File: config.mk
export PLATFORM = sky130hd
export DESIGN_NAME = fp_uscan
export DESIGN_NICKNAME = d
export VERILOG_FILES = /design/src/rtl/fp_uscan.sv
export SDC_FILE = /design/constraint.sdc
export NUM_CORES = 1
export LEC_CHECK = 0
export CAP_MARGIN = 15
export CORE_UTILIZATION = 53
export DETAILED_ROUTE_END_ITERATION = 16
export GPL_TIMING_DRIVEN = 0
export PLACE_DENSITY = 0.85
export SETUP_SLACK_MARGIN = 0.4
export SYNTH_ARGS = -nofsm -noshare
export SYNTH_HDL_FRONTEND = slang
export SYNTH_SLANG_ARGS = --single-unit
File: constraint.sdc
create_clock -name clk -period 2.3 [get_ports clk]
set_input_delay 0.345 -clock clk [delete_from_list [all_inputs] [get_ports clk]]
set_output_delay 0.345 -clock clk [all_outputs]
set_load 0.02 [all_outputs]
File: src/rtl/fp_uscan.sv
// Front-panel microcode scanner: strobes uaddr and three ucontrol bytes off the
// fpd bus in turn and hands each completed frame over a one-deep valid/ready register.
module fp_uscan #(
  parameter int STROBE_CYCLES = 4,
  parameter int GAP_CYCLES    = 2
) (
  input  logic        clk,
  input  logic        nreset,
  input  logic        en,
  input  logic [7:0]  fpd,
  output logic        nfpua0,
  output logic        nfpuc0,
  output logic        nfpuc1,
  output logic        nfpuc2,
  output logic [7:0]  frame_uaddr,
  output logic [23:0] frame_uctl,
  output logic        frame_valid,
  input  logic        frame_ready,
  output logic        overrun,
  input  logic        clr_overrun,
  output logic        busy
);

  typedef enum logic [3:0] {IDLE, A0, BRK0, C0, BRK1, C1, BRK2, C2, GAP} state_t;

  localparam logic [7:0] STROBE_LOAD = 8'(STROBE_CYCLES - 1);
  localparam logic [7:0] GAP_LOAD    = 8'(GAP_CYCLES - 1);

  state_t      state_q, state_d;
  logic [7:0]  cnt_q, cnt_d;
  logic [7:0]  ua_q, ua_d;
  logic [7:0]  c0_q, c0_d;
  logic [7:0]  c1_q, c1_d;
  logic [7:0]  frame_uaddr_q, frame_uaddr_d;
  logic [23:0] frame_uctl_q, frame_uctl_d;
  logic        valid_q, valid_d;
  logic        overrun_q, overrun_d;
  logic        cnt_done;
  logic        complete;
  logic        drop;

  assign cnt_done = (cnt_q == 8'd0);
  assign complete = (state_q == C2) && cnt_done;
  assign drop     = complete && valid_q && !frame_ready;

  always_ff @(posedge clk or negedge nreset) begin
    if (!nreset) begin
      state_q       <= IDLE;
      cnt_q         <= '0;
      ua_q          <= '0;
      c0_q          <= '0;
      c1_q          <= '0;
      frame_uaddr_q <= '0;
      frame_uctl_q  <= '0;
      valid_q       <= 1'b0;
      overrun_q     <= 1'b0;
    end else begin
      state_q       <= state_d;
      cnt_q         <= cnt_d;
      ua_q          <= ua_d;
      c0_q          <= c0_d;
      c1_q          <= c1_d;
      frame_uaddr_q <= frame_uaddr_d;
      frame_uctl_q  <= frame_uctl_d;
      valid_q       <= valid_d;
      overrun_q     <= overrun_d;
    end
  end

  always_comb begin
    state_d       = state_q;
    cnt_d         = cnt_q;
    ua_d          = ua_q;
    c0_d          = c0_q;
    c1_d          = c1_q;
    frame_uaddr_d = frame_uaddr_q;
    frame_uctl_d  = frame_uctl_q;
    valid_d       = valid_q;

    // Each strobe state captures fpd on the edge that ends its last cycle.
    case (state_q)
      IDLE: if (en) begin
        state_d = A0;
        cnt_d   = STROBE_LOAD;
      end
      A0: if (cnt_done) begin
        ua_d    = fpd;
        state_d = BRK0;
      end else cnt_d = cnt_q - 8'd1;
      BRK0: begin
        state_d = C0;
        cnt_d   = STROBE_LOAD;
      end
      C0: if (cnt_done) begin
        c0_d    = fpd;
        state_d = BRK1;
      end else cnt_d = cnt_q - 8'd1;
      BRK1: begin
        state_d = C1;
        cnt_d   = STROBE_LOAD;
      end
      C1: if (cnt_done) begin
        c1_d    = fpd;
        state_d = BRK2;
      end else cnt_d = cnt_q - 8'd1;
      BRK2: begin
        state_d = C2;
        cnt_d   = STROBE_LOAD;
      end
      C2: if (cnt_done) begin
        state_d = GAP;
        cnt_d   = GAP_LOAD;
      end else cnt_d = cnt_q - 8'd1;
      GAP: if (cnt_done) begin
        state_d = en ? A0 : IDLE;
        cnt_d   = en ? STROBE_LOAD : 8'd0;
      end else cnt_d = cnt_q - 8'd1;
      default: state_d = IDLE;
    endcase

    // A completing frame replaces the held one only if that one is gone or leaving now.
    if (complete && !drop) begin
      frame_uaddr_d = ua_q;
      frame_uctl_d  = {fpd, c1_q, c0_q};
      valid_d       = 1'b1;
    end else if (!complete && valid_q && frame_ready) begin
      valid_d = 1'b0;
    end

    overrun_d = drop | (overrun_q & ~clr_overrun);
  end

  always_comb begin
    nfpua0      = (state_q != A0);
    nfpuc0      = (state_q != C0);
    nfpuc1      = (state_q != C1);
    nfpuc2      = (state_q != C2);
    busy        = (state_q != IDLE);
    frame_uaddr = frame_uaddr_q;
    frame_uctl  = frame_uctl_q;
    frame_valid = valid_q;
    overrun     = overrun_q;
  end

endmodule

==> results of run 1 <==
-- per-stage QoR --
stage	std cells	instance area, um^2	setup slack (ns)	setup TNS, ns
after floorplan	228	3160	0.482	0
after global placement	351	3760	-1.40	-97.59
after detailed placement	351	3760	0.189	0
after CTS	370	3990	0.275	0
after global routing	382	4310	0.238	0
final	382	4310	0.319	0
-- sequential cells by signal (all words and copies together) (netlist names) --
register / cells
c0_q: 8
c1_q: 8
cnt_q: 8
frame_uaddr: 8
frame_uctl: 24
frame_valid: 1
overrun: 1
state_q: 4
ua_q: 8
-- placed cells by master, fill, tap and decap left out, types with 3 or more instances in the layout --
master | synthesis | routed
clkbuf_8 | 1 | 10
dlygate4sd2_1 | 0 | 3
o21ai_0 | 7 | 5
clkbuf_16 | 0 | 3
nand2_1 | 8 | 8
inv_1 | 6 | 5
nor2_1 | 11 | 9
buf_12 | 0 | 3
buf_6 | 7 | 7
mux2_2 | 17 | 17
o21ai_1 | 1 | 3
dfrtp_1 | 70 | 69
mux2_4 | 8 | 39
clkinv_2 | 0 | 3
buf_4 | 3 | 14
a21oi_1 | 3 | 3
clkdlybuf4s50_1 | 0 | 45
nor3_1 | 5 | 4
or3_1 | 3 | 3
-- cells by family after synthesis --
group / count (synthesis)
muxes: 57
AOI/OAI and AO/OA: 29
buffers and inverters: 18
xor gates and xnor gates: 2
adders and majority gates: 2
and+or+nand+nor: 50
DFF: 70
-- worst paths after layout --
kind | start | end | slack [ns]
min reg2reg | c1_q[1] | c1_q[1] | 0.51
max | cnt_q[0] | frame_uctl[18] | 0.32
min in group clk | c1_q[1] | c1_q[1] | 0.51
max reg2reg | cnt_q[0] | frame_uctl[18] | 0.32
max in group asynchronous | nreset | state_q[1] | 1.60
min | nreset | overrun | 0.1
-- worst max-delay path: stages (launching register included) --
cell and delay, ns:
dfrtp_1 0.40, inv_1 0.08, ha_2 0.21, nor2b_4 0.21, nand4_4 0.13, nor2b_2 0.16, buf_6 0.20, clkbuf_16 0.18
mux2_4 0.31
-- power groups by stage --
stage	clock network [uW]	registers [uW]	logic [uW]
5_1_grt	1050	2140	2630
3_5_place_dp	0	2070	2080
4_1_cts	963	2060	2130
2_1_floorplan	0	2230	1140
3_3_place_gp	0	2040	2020
6_report	970	2100	2460
-- routing by layer --
| metal | vias to the layer above | part of all wire | GRT usage |
|---|---|---|---|
| met5 | - | 0 | 0 |
| met4 | 0 | 0.023 | 0.0855 |
| met3 | 14 | 0.037 | 0.0575 |
| met2 | 72 | 0.49 | 0.362 |
| met1 | 1082 | 0.45 | 0.300 |
| li1 | 975 | - | - |
-- repair_timing --
item,4_1_cts,5_1_grt
setup buffers,3,9
pin swaps,1,4
gates cloned,0,3
resized for setup,14,53
endpoints found under the setup margin,63,63
-- area by class of cell --
type / count / area [um^2] / share of cell area
plain buffers: 12 / 160 / 0.0371
inverters: 6 / 26.3 / 0.00609
flip-flops and latches: 70 / 1750 / 0.406
clock inverters: 6 / 62.6 / 0.0145
clock buffers: 10 / 128 / 0.0296
repair buffers: 66 / 659 / 0.153
well taps: 72 / 90.1 / 0.0209
multi-input cells: 140 / 1440 / 0.333
==> results.json, run 1 <==
{
  "setup.worst_path.end_class": "flip-flop",
  "vias_per_cell": 5.61,
  "pin_count": 52,
  "initial_core_util": 0.560,
  "fin_crit_sh": 0.861,
  "port_buffers": 51,
  "antenna_cells": 0,
  "cts_sinks": 70,
  "grt_pass1_wl_um": 10500,
  "worst_ep_required_time_ns": 2.54,
  "gp_congestion": 0.847,
  "drt_iter0_markers": 117,
  "post-route-min-period_ns": 1.98,
  "layout.nets": 319,
  "critical_path_class": "flip-flop to flip-flop",
  "reg2reg_depth": 8,
  "p_int_uw": 3570,
  "synth_xor_area_frac": 0.00554,
  "async_flop_share": 1.00,
  "synth_top_cells_by_area": "dfrtp_1, mux2_1, mux2_2, mux2_4, buf_6",
  "power.switching_uw": 1970,
  "ys_top_cells_by_count": "dfrtp_1, mux2_1, mux2_2",
  "num_vias": 2143,
  "synthToLayoutAreaGrowth_pct": 36.5,
  "p_total_uw": 5530,
  "grt_max_degree": 71,
  "ant_nets": 0,
  "hold_path_class": "primary input to asynchronous set/reset pin",
  "ys_seq_area_frac": 0.554,
  "finalSetupViolations": 0,
  "synth_compound_area_frac": 0.0669,
  "rows": 27,
  "synth_top_area_cell": "dfrtp_1",
  "finalMaxSlewViolations": 0,
  "ir_drop_mv": 0.676,
  "grt_pass1_vias": 2062,
  "p_per_area_mw_per_mm2": 1280,
  "crit_fanout": 8,
  "cts-root-buf": "clkbuf_8",
  "muxShareOfSynthArea": 0.212,
  "synthAdderAreaFrac": 0.00713,
  "finalHoldWorstSlack_ns": 0.0987,
  "htreeDepth": 3,
  "max_freq_ghz": 0.505,
  "cts_tree": "built",
  "ys.flop_type": "dfrtp_1",
  "dieArea_mm2": 0.00628,
  "worst_pin_slew_ns": 0.848,
  "maxCapViolCount": 0,
  "coreArea_mm2": 0.00564,
  "clock_power_share": 0.175,
  "synth-edff-count": 0,
  "clkLatencyLatePin_ns": 0.35,
  "synth_top_cell_area_share": 0.554,
  "worstSetupStartpointType": "flip-flop",
  "die_h_um": 79.2,
  "nFillCells": 301,
  "die_w_um": 79.2,
  "avgSynthCellArea_um2": 13.9,
  "syn_area_mm2": 0.00316,
  "combinationalPowerShare": 0.445,
  "antenna_found_initial": 0,
  "synth_warnings": 0,
  "synth-simple-area-share": 0.109,
  "critPathArrivalTime_ns": 2.22,
  "rsz0062_at_grt": "yes",
  "grt.overflow.total": 0,
  "firstDrtPassIters": 4,
  "ys_ff_latch": 70,
  "hold_viol_final": 0,
  "post-dp-hpwl_um": 4270,
  "synth_cell_types": 52,
  "leakage_uw": 0.00194,
  "cts_made_buffers": 9,
  "cts_buffer_depth": 2,
  "yosysMostFrequentCell": "dfrtp_1",
  "synthCells": 228,
  "hold_buffers": 0,
  "fin_skew_ns": 0.0100,
  "slew-limit-headroom": 0.435,
  "status": "completed",
  "utilization": 0.765,
  "synth_fp_nets": 242,
  "sw_frac_of_total": 0.355,
  "synth_top_family_by_area": "multiplexers",
  "routed_wl_um": 7400,
  "drive_above_1_share": 0.397,
  "clk_pin_slew_worst_paths_ns": 0.08,
  "post-route-drc-count": 0,
  "p_seq_frac": 0.380,
  "grt_util_all_layers": 0.227,
  "wl_per_cell_um": 19.4
}
No activity file was read; power rests on OpenSTA's default activity.
==> run 2, diff against run 1 <==
--- a/config.mk
+++ b/config.mk
@@ -11,6 +11,7 @@
 export GPL_TIMING_DRIVEN = 0
 export PLACE_DENSITY = 0.85
 export SETUP_SLACK_MARGIN = 0.4
+export SLEW_MARGIN = 5
 export SYNTH_ARGS = -nofsm -noshare
 export SYNTH_HDL_FRONTEND = slang
 export SYNTH_SLANG_ARGS = --single-unit
==> results of run 2 <==
Same layout as run 1: the final DEF is identical, and so are final timing and power.
==> run 3, diff against run 2 <==
--- a/config.mk
+++ b/config.mk
@@ -6,11 +6,13 @@
 export NUM_CORES = 1
 export LEC_CHECK = 0
 export CAP_MARGIN = 15
+export CORE_MARGIN = 2
 export CORE_UTILIZATION = 53
 export DETAILED_ROUTE_END_ITERATION = 16
 export GPL_TIMING_DRIVEN = 0
 export PLACE_DENSITY = 0.85
 export SETUP_SLACK_MARGIN = 0.4
+export SKIP_CTS_REPAIR_TIMING = 1
 export SLEW_MARGIN = 5
 export SYNTH_ARGS = -nofsm -noshare
 export SYNTH_HDL_FRONTEND = slang
==> run 3 against run 2 <==
Cell count fell by 0.52%. Sequential cell count did not move. Sequential share of layout area rose by 0.95 points. Clock skew fell by 0.0014 ns. Combinational power fell by 6%. Critical endpoint is now busy.
==> results.json, run 3 (same netlist as run 1, synthesis figures left out) <==
{
  "multiInputGateArea_mm2": 0.00136,
  "nFillCells": 366,
  "crit_start": "state_q[1]",
  "leakage_uw": 0.00190,
  "power.switching_uw": 1870,
  "hold_viol_final": 0,
  "routed_wl_um": 6610,
  "clkLatencyLatePin_ns": 0.33,
  "utilization": 0.720,
  "num_vias": 2096,
  "antenna_found_initial": 0,
  "combinationalPowerShare": 0.441,
  "clock_power_share": 0.167,
  "cts_tree": "built",
  "grt.busiest_layer": "met2",
  "sw_frac_of_total": 0.355,
  "max_freq_ghz": 0.488,
  "dp_slack_ns": 0.169,
  "worst_ep_required_time_ns": 1.96,
  "post-dp-hpwl_um": 4100,
  "finalSetupViolations": 0,
  "wl_per_cell_um": 17.4,
  "grtUsageMet2": 0.325,
  "post-route-min-period_ns": 2.05,
  "die_h_um": 81.2,
  "vias_per_cell": 5.52,
  "drt_iter0_markers": 111,
  "regToRegStartpoint": "state_q[2]",
  "grt_pass1_wl_um": 9400,
  "grt_util_all_layers": 0.192,
  "seqCellArea_mm2": 0.00175,
  "largest_reg_flops": 24,
  "coreArea_mm2": 0.00585,
  "p_seq_frac": 0.392,
  "rsz0062_at_grt": "yes",
  "gp_congestion": 0.853,
  "clk_pin_slew_worst_paths_ns": 0.08,
  "reg2reg_depth": 5,
  "finalMaxSlewViolations": 0,
  "reg2reg_slack_ns": 0.26,
  "ant_nets": 0,
  "post-route-drc-count": 0,
  "fin_skew_ns": 0.00862,
  "critical_path_class": "flip-flop to output pin",
  "synthToLayoutAreaGrowth_pct": 33.4,
  "grt_max_degree": 71,
  "hold_path_class": "primary input to asynchronous set/reset pin",
  "pin_count": 52,
  "maxCapViolCount": 0,
  "p_int_uw": 3400,
  "p_per_area_mw_per_mm2": 1250,
  "grtUsageMet3": 0.0444,
  "cts_sinks": 70,
  "die_w_um": 81.2,
  "rows": 28,
  "final_common_cell": "dfrtp_1",
  "crit_fanout": 10,
  "slew-limit-headroom": 0.675,
  "grt_use_met1": 0.244,
  "final_cell_mix": "dfrtp_1, clkdlybuf4s50_1, mux2_1",
  "grt_pass1_vias": 1950,
  "firstDrtPassIters": 4,
  "postLayoutSetupSlackWorst_ns": 0.249,
  "cts_buffer_depth": 2,
  "cts-root-buf": "clkbuf_8",
  "antenna_cells": 0,
  "initial_core_util": 0.540,
  "fin_crit_sh": 0.892,
  "grt.overflow.total": 0,
  "cts_made_buffers": 9,
  "port_buffers": 51,
  "status": "completed",
  "critPathArrivalTime_ns": 1.71,
  "htreeDepth": 3,
  "drive_above_1_share": 0.328,
  "worst_pin_slew_ns": 0.482,
  "layout.nets": 314,
  "worstSetupStartpointType": "flip-flop",
  "finalHoldWorstSlack_ns": 0.00609,
  "ir_drop_mv": 0.666,
  "dieArea_mm2": 0.00660,
  "r2r-end": "cnt_q[3]",
  "setup.worst_path.end_class": "output pin"
}
[run 3: changes by cell type in the layout (fill, tap and decap cells not counted), moves of 3 or more]
cell	previous run	this run
buf_4	14	8
dlygate4sd2_1	3	0
mux2_1	0	21
clkinvlp_4	1	4
mux2_4	39	18
dlymetal6s2s_1	0	4
[run 3: worst max-delay path, stage by stage (launching register included)]
cell and delay, ns:
dfrtp_2 0.42, clkbuf_4 0.23, nor2_1 0.06, nand2_1 0.06, clkdlybuf4s50_1 0.59
[run 3: how the worst max path moves through the flow]
stage / to / slack (ns) / depth (start not counted)
floorplan: frame_uaddr[0] / 0.48 / 8
global placement: frame_uctl[19] / -1.44 / 1
detailed placement: frame_uctl[12] / 0.17 / 8
CTS: nfpua0 / -0.09 / 4
global route: busy / 0.17 / 4
finish: busy / 0.25 / 4
[run 3: layer usage]
layer	vias up	wire [um]
met5	-	0
met4	0	51
met3	4	235
met2	49	3500
met1	1076	2830
li1	967	-
[run 3: final cells by class]
class | count | share of cell area
inverters | 6 | 0.00623
clock buffers | 10 | 0.0327
multi-input cells | 140 | 0.323
plain buffers | 12 | 0.0368
flip-flops and latches | 70 | 0.416
well taps | 75 | 0.0223
repair buffers | 61 | 0.155
clock inverters | 6 | 0.00890
[run 3: power groups by stage]
stage | combinational [uW] | clock (uW) | sequential [uW]
3_5_place_dp | 2090 | 0 | 2060
4_1_cts | 2100 | 878 | 2040
5_1_grt | 2510 | 949 | 2120
2_1_floorplan | 1140 | 0 | 2230
3_3_place_gp | 2020 | 0 | 2030
6_report | 2320 | 879 | 2060
[run 3: stage by stage]
step                      power [uW]  setup TNS [ns]  cells  cell area, um^2
after floorplan                 3360               0    228             3160
after global placement          4050         -100.78    354             3760
after detailed placement        4150               0    355             3790
after CTS                       5020          -0.167    371             3970
after global routing            5580               0    380             4220
final                           5270               0    380             4220
